$ cat src/rtl/pc_unit_stack.sv
// Program counter with next-PC select (seq/branch/jump/call/ret) and a circular return-address stack; one-cycle latency, stall holds all state.
// Optional sticky stack overflow/underflow flags (err_ovf/err_udf) are built when PC_STACK_ERR_EN is defined.
module pc_unit_stack #(
  parameter int              PC_W      = 8,
  parameter int              OFF_W     = 8,
  parameter int              DEPTH     = 4,
  parameter logic [PC_W-1:0] RESET_VEC = '0
) (
  input  logic                       clk,
  input  logic                       rst,
  input  logic                       stall,
  input  logic [2:0]                 op,
  input  logic                       cond,
  input  logic [OFF_W-1:0]           rel_off,
  input  logic [PC_W-1:0]            abs_target,
  output logic [PC_W-1:0]            pc,
  output logic [PC_W-1:0]            pc_next,
  output logic [$clog2(DEPTH+1)-1:0] depth,
  output logic                       stack_full,
  output logic                       stack_empty
`ifdef PC_STACK_ERR_EN
  ,
  output logic                       err_ovf,
  output logic                       err_udf
`endif
);

  localparam int DW = $clog2(DEPTH + 1);
  localparam int PW = $clog2(DEPTH);

  localparam logic [2:0] OP_NEXT   = 3'd0;
  localparam logic [2:0] OP_BRANCH = 3'd1;
  localparam logic [2:0] OP_JUMP   = 3'd2;
  localparam logic [2:0] OP_CALL   = 3'd3;
  localparam logic [2:0] OP_RET    = 3'd4;

  logic [PC_W-1:0]        ras [DEPTH];
  logic [PW-1:0]          wr_ptr;
  logic [PW-1:0]          wr_ptr_inc;
  logic [PW-1:0]          top_idx;
  logic [PC_W-1:0]        seq;
  logic signed [PC_W-1:0] off_ext;
  logic [PC_W-1:0]        br_tgt;
  logic [PC_W-1:0]        pc_sel;
  logic                   do_push;
  logic                   do_pop;

  assign stack_full  = (depth == DW'(DEPTH));
  assign stack_empty = (depth == '0);

  assign seq     = pc + PC_W'(1);
  assign off_ext = PC_W'($signed(rel_off));
  assign br_tgt  = seq + off_ext;

  // wr_ptr names the slot the next push lands in; when full that slot is the oldest entry
  assign wr_ptr_inc = (wr_ptr == PW'(DEPTH - 1)) ? '0 : wr_ptr + PW'(1);
  assign top_idx    = (wr_ptr == '0) ? PW'(DEPTH - 1) : wr_ptr - PW'(1);

  assign do_push = !stall && (op == OP_CALL);
  assign do_pop  = !stall && (op == OP_RET) && !stack_empty;

  always_comb begin
    pc_sel = seq;
    if (stall) begin
      pc_sel = pc;
    end else begin
      case (op)
        OP_NEXT:   pc_sel = seq;
        OP_BRANCH: pc_sel = cond ? br_tgt : seq;
        OP_JUMP:   pc_sel = abs_target;
        OP_CALL:   pc_sel = abs_target;
        OP_RET:    pc_sel = stack_empty ? seq : ras[top_idx];
        default:   pc_sel = seq;
      endcase
    end
  end

  assign pc_next = rst ? RESET_VEC : pc_sel;

  always_ff @(posedge clk or posedge rst) begin
    if (rst) begin
      pc <= RESET_VEC;
    end else begin
      pc <= pc_sel;
    end
  end

  always_ff @(posedge clk or posedge rst) begin
    if (rst) begin
      wr_ptr <= '0;
      depth  <= '0;
    end else if (do_push) begin
      wr_ptr <= wr_ptr_inc;
      if (!stack_full) begin
        depth <= depth + DW'(1);
      end
    end else if (do_pop) begin
      wr_ptr <= top_idx;
      depth  <= depth - DW'(1);
    end
  end

  // Entry contents are meaningless once depth is cleared, so the array carries no reset
  always_ff @(posedge clk) begin
    if (do_push) begin
      ras[wr_ptr] <= seq;
    end
  end

`ifdef PC_STACK_ERR_EN
  always_ff @(posedge clk or posedge rst) begin
    if (rst) begin
      err_ovf <= 1'b0;
      err_udf <= 1'b0;
    end else begin
      if (do_push && stack_full) begin
        err_ovf <= 1'b1;
      end
      if (!stall && (op == OP_RET) && stack_empty) begin
        err_udf <= 1'b1;
      end
    end
  end
`endif

endmodule

$ cat config.mk
export PLATFORM = sky130hd
export DESIGN_NAME = pc_unit_stack
export DESIGN_NICKNAME = d
export VERILOG_FILES = /design/src/rtl/pc_unit_stack.sv
export SDC_FILE = /design/constraint.sdc
export NUM_CORES = 1
export LEC_CHECK = 0
export ABC_AREA = 1
export CAP_MARGIN = 10
export CORE_UTILIZATION = 49
export DETAILED_ROUTE_END_ITERATION = 10
export GPL_ROUTABILITY_DRIVEN = 0
export PLACE_DENSITY = 0.77
export SYNTH_ARGS = -nofsm -noshare
export SYNTH_HDL_FRONTEND = slang
export SYNTH_SLANG_ARGS = --single-unit
export TNS_END_PERCENT = 30
$ cat constraint.sdc
create_clock -name clk -period 2.3 [get_ports clk]
set_clock_uncertainty 0.05 [all_clocks]
set_input_delay 0.23 -clock clk [delete_from_list [all_inputs] [get_ports clk]]
set_output_delay 0.23 -clock clk [all_outputs]
set_load 0.005 [all_outputs]
; Word level (Yosys, flattened, before mapping)
; Memory sizes are Yosys's and may differ from the RTL's.
; Index checks and enable logic that the tools add are counted.
[word_totals]
reg_bits = 13
mem_bits_rw = 32
elab_cells = 41
memories = 1
[op_classes]
add_sub_neg = 6
eq_ne = 7
n_mux = 14
reduce_logical = 10
[memory_table]
columns = name, words, width, rd, rd_clocked_by_memory_dff, write_ports, line_no
row1 = ras, 4, 8, 1, 0, 1, 37  ; logic [PC_W-1:0] ras [DEPTH];
[ops]
columns = cell, count
row1 = 2-to-1 mux 8 bit, 4
row2 = one-hot mux 8 bit (3 select lines), 1
row3 = 2-to-1 mux 3 bit, 3
row4 = "adder 8 x 1 -> 8 bit, second input constant", 1
row5 = adder 8 bit, 1
row6 = 2-to-1 mux 2 bit, 4
row7 = "== test 3 x 2 -> 1 bit, second input constant", 2
row8 = "== test 3 bit, second input constant", 2
row9 = "adder 3 x 1 -> 3 bit, second input constant", 1
row10 = "== test 3 x 1 -> 1 bit, second input constant", 1
row11 = logical AND 1 bit, 3
row12 = logical NOT 3 bit, 1
row13 = "subtractor 3 x 1 -> 3 bit, second input constant", 1
row14 = "adder 2 x 1 -> 2 bit, second input constant", 1
row15 = "== test 2 bit, second input constant", 1
row16 = logical NOT 1 bit, 2
row17 = logical NOT 2 bit, 1
row18 = 2-to-1 mux 1 bit, 2
row19 = "inequality test 2 bit, second input constant", 1
row20 = AND reduction 2 bit, 1
row21 = nonzero test 2 bit, 1
row22 = OR reduction 2 bit, 1
row23 = "subtractor 2 x 1 -> 2 bit, second input constant", 1

; Depth between registers and ports, before layout
; An unclocked memory read counts as a cell.
[logic_depth]
depth_word = 7
mapped_depth = 20
ltp_nobuf = 20

; Worst setup path before layout
; Ideal clock, no wire load.
[synth_timing]
kind = register to output
from = reg pc[0]
to = out pc_next[7]
arrival_ns = 2.128
required_ns = 2.020
setup_slack_ns = -0.108
path_stages_with_launch = 20
path_buffers = 0
path_cell_list = dfrtp_1 > ha_1 > nand3_1 > nor2_1 > nand2_1 > xor2_1 > inv_1 > ha_1 > nand2_1 > inv_1 > nand2_1 > nand2_1 > inv_1 > nand2_1 > nand3_1 > nand3_1 > nand2_1 > nand2_1 > nand2_1 > a21oi_1
[synth_between]
elab_chain_cells = 6
elab_cells_between_ends = 7
[synth_rtl]
columns = item, line_no
row1 = from (decl), 16  ; output logic [PC_W-1:0] pc,
row2 = from (signal assigned), 84  ; pc <= pc_sel;
row3 = adder 8 x 1 -> 8 bit, 51  ; assign seq = pc + PC_W'(1);
row4 = named net seq[6], 41  ; logic [PC_W-1:0] seq;
row5 = adder 8 bit, 53  ; assign br_tgt = seq + off_ext;
row6 = 2-to-1 mux 8 bit, 69  ; OP_BRANCH: pc_sel = cond ? br_tgt : seq;
row7 = one-hot mux 8 bit (3 select lines), 67  ; case (op)
row8 = 2-to-1 mux 8 bit, 64  ; if (stall) begin
row9 = 2-to-1 mux 8 bit, 78  ; assign pc_next = rst ? RESET_VEC : pc_sel;
row10 = to (decl), 17  ; output logic [PC_W-1:0] pc_next,
; The timed path passes the listed nets, and every way through them passes these cells.

; Worst setup path after layout
[layout_timing]
from = reg pc[1]
to = out pc_next[4]
; Same word-level chain as after synthesis.

==> summary.txt <==
Status
  – Outcome: complete, but fails checks
  – Violated checks: setup timing

Placed design
  – Area after DPL: 3780 sq um
  – PortBufs: 43
  – DPL Wire Length: 5860 um

Timing
  – Slew HR: 75.2%
  – Final WS setup: -827 ps
  – Fin crit share: 136%
  – Minimum clock period: 3130 ps
  – RSZ-0062 raised after global routing: yes
  – Tightest Pin Transition: 369 ps
  – Worst hold slack: 448 ps
  – Max-slew violation count: 0
  – Setup violators final: 12
  – Fin. Hold Viols: 0
  – Achievable clock frequency: 320 MHz

GRT
  – GRT overflow: 0
  – GRT Total Usage: 31.1%
  – First-pass GRT wire length: 14100 um
  – Largest net degree at the start of global routing: 17
  – Vias in the first global route: 2952
  – Initial antenna violation count: 0

Yosys
  – Post-synthesis sequential area ratio: 45.8%
  – Synth Net Count: 364
  – Gate count of the mapped netlist: 326
  – Post-synthesis instance area: 2810 sq um
  – Post-synthesis cell type count: 41
  – Mapped Avg Cell Area: 8.61 sq um
  – Ys Warns: 0
  – Synth Register Bits: 45

Layout
  – Fin util: 77.6%
  – Layout fillers: 327
  – Syn-to-layout area delta: 52.3%
  – Share of layout cells above drive strength 1: 38.1%
  – Final Instance Area: 4270 sq um
  – Diode count: 0
  – Layout Nets: 483

Critical path
  – Critical Path RT: 2020 ps
  – Kind of critical path: flop to output pin
  – R2R cell count: 19
  – Data arrival time of the critical path: 2850 ps
  – CP Max Fanout: 4
  – Reg2reg setup slack: -510 ps
  – FF-to-FF End: pc[4]$_DFF_PP0_
  – Reg-to-reg startpoint: pc[1]$_DFF_PP0_
  – Crit start category: flop
  – Crit path from: pc[1]$_DFF_PP0_
  – Worst setup EP type: output pin
  – Critical Path Sink: pc_next[4]

Pwr
  – P_int: 2.75 mW
  – Switch share: 42.8%
  – Clk pwr share: 11.1%
  – Logic pwr share: 64.4%
  – Peak VDD IR: 0.848 mV
  – Sequential group share of total power: 24.4%
  – Pwr Density: 1120 nW/um^2
  – Leak pwr: 1.86 nW
  – Sw Pwr: 2.06 mW

Route
  – DRT antenna net count: 0
  – Drt via density: 5.69
  – Post-route DRC: 0
  – Drt pass-1 iters: 5
  – Initial DRC count: 271
  – Final wirelength: 9980 um
  – Vias: 2945
  – Routed length per instance: 19.3 um

Floorplanning
  – Row cnt: 27
  – Boundary Pins: 44
  – Core area: 5510 sq um
  – Initial Util: 51.0%
  – Die ar.: 6030 sq um
  – Die W: 77.7 um
  – Die height: 77.7 um

CTS
  – Clock tree root driver cell: clkbuf_8
  – CTS buffer count: 5
  – Worst skew pair latency: 320 ps
  – Reg clk slew, reported paths: 100 ps
  – Clock Tree Buf Depth: 2
  – H-tree depth: 2
  – Num Clock Sinks: 45
  – TritonCTS clock tree: done

Flow run
  – Max Cap Viol: 0

Hold path
  – Worst Hold Class: primary input to async pin
[critical path, cell delays in order (launching register included)]
cell and delay (ps):
dfrtp_2 460, buf_6 140, nand2_4 50, nor2_4 150, xnor2_1 140, inv_1 110, ha_4 310, inv_4 40
buf_4 130, nor3_2 150, nor2_2 70, xor2_1 160, nand2_1 90, o211ai_1 100, nand2_1 140, o21ai_2 80
nor2_1 80, buf_2 110
[repair_timing]
action | in CTS | in global routing
resized for setup | 63 | 38
pin swaps | 21 | 25
setup endpoints to repair | 11 | 14
hold buffers | 0 | 0
setup buffers | 11 | 4
[Yosys cell counts (all sizes together)]
master	count	area (sq um)
clkbuf	1	3.75
o31ai	2	15.0
ha	13	163
a21oi	20	100
nor2	30	140
clkinv	1	3.75
o21ai	16	83.8
a31oi	3	25.0
a221oi	1	8.76
nand3b	2	15.0
mux2	1	11.3
o21bai	2	15.0
and2	2	12.5
inv	51	196
a211oi	2	15.0
edfxtp	32	961
fa	2	40.0
nand4	2	12.5
o211ai	5	37.5
xnor2	3	26.3
buf	5	40.0
or2	4	25.0
nand2	76	298
xor2	7	61.3
nor3	3	26.3
nand3	25	130
dfrtp	13	325
a22oi	2	15.0
[kinds of logic (layout without fill, tap and decap cells)]
logic type	Yosys count	after routing	share of synthesized area (%)
simple gates	144	144	23.5
buf+inv	58	178	8.69
compound gates	53	53	11.2
flops	45	45	45.8
fa+ha+maj	15	15	7.22
xor+xnor	10	10	3.12
mux	1	1	0.401
[per-stage QoR]
| step | instances | setup TNS (ps) | total power, mW | setup WS, ps |
|---|---|---|---|---|
| floorplan | 326 | -136 | 2.40 | -66.7 |
| global placement | 495 | -4300 | 3.40 | -695 |
| detailed placement | 495 | -5240 | 3.48 | -865 |
| CTS | 514 | -4880 | 4.39 | -650 |
| global route | 518 | -7680 | 5.06 | -951 |
| finish | 518 | -6400 | 4.80 | -827 |
[power groups by stage]
| stage | Combinational (mW) | Sequential, mW | Clock, mW |
|---|---|---|---|
| after floorplan | 1.22 | 1.18 | 0 |
| after global placement | 2.25 | 1.15 | 0 |
| after detailed placement | 2.32 | 1.16 | 0 |
| after CTS | 2.70 | 1.16 | 0.533 |
| after global routing | 3.31 | 1.18 | 0.571 |
| final | 3.10 | 1.17 | 0.535 |
[flip-flops by register name, indices dropped and copies added, names as in the netlist]
| signal | cells |
|---|---|
| pc | 8 |
| wr_ptr | 2 |
| depth | 3 |
| ras | 32 |
[area by class of cell]
| cell class | instances | area, sq um | share of cell area [%] |
|---|---|---|---|
| clock inverters | 3 | 25.0 | 0.586 |
| flip-flops and latches | 45 | 1290 | 30.2 |
| repair buffers | 118 | 1010 | 23.7 |
| well taps | 72 | 90.1 | 2.11 |
| inverters | 52 | 205 | 4.80 |
| clock buffers | 5 | 68.8 | 1.61 |
| multi-input cells | 223 | 1580 | 37.0 |
[metal layers]
| layer | global-route usage (%) | part of all wire [%] |
|---|---|---|
| met2 | 54.1 | 50 |
| met4 | 16.6 | 4.0 |
| met1 | 35.6 | 38 |
| met5 | 0 | 0 |
| met3 | 6.71 | 8.2 |
[how the worst min path moves through the flow]
stage	from	to	slack, ps	cells past startpoint
after floorplan	rst	depth[0]$_DFFE_PP0P_	70	1
after global placement	pc[7]$_DFF_PP0_	pc[7]$_DFF_PP0_	540	2
after detailed placement	pc[7]$_DFF_PP0_	pc[7]$_DFF_PP0_	540	2
after CTS	rst	pc[3]$_DFF_PP0_	430	3
after global routing	rst	pc[4]$_DFF_PP0_	490	3
final	rst	pc[3]$_DFF_PP0_	450	3
[cells in the final DEF (no fill, tap or decap), types with 9 or more instances in the layout]
cell and n:
buf_4 66, nand2_1 61, inv_1 36, clkdlybuf4s50_1 36, edfxtp_1 32, nor2_1 21
nand3_1 17, a21oi_1 16, inv_2 12, nand2_2 12, dfrtp_1 10, o21ai_1 9
ha_4 9
No activity file was read; power rests on OpenSTA's default activity.
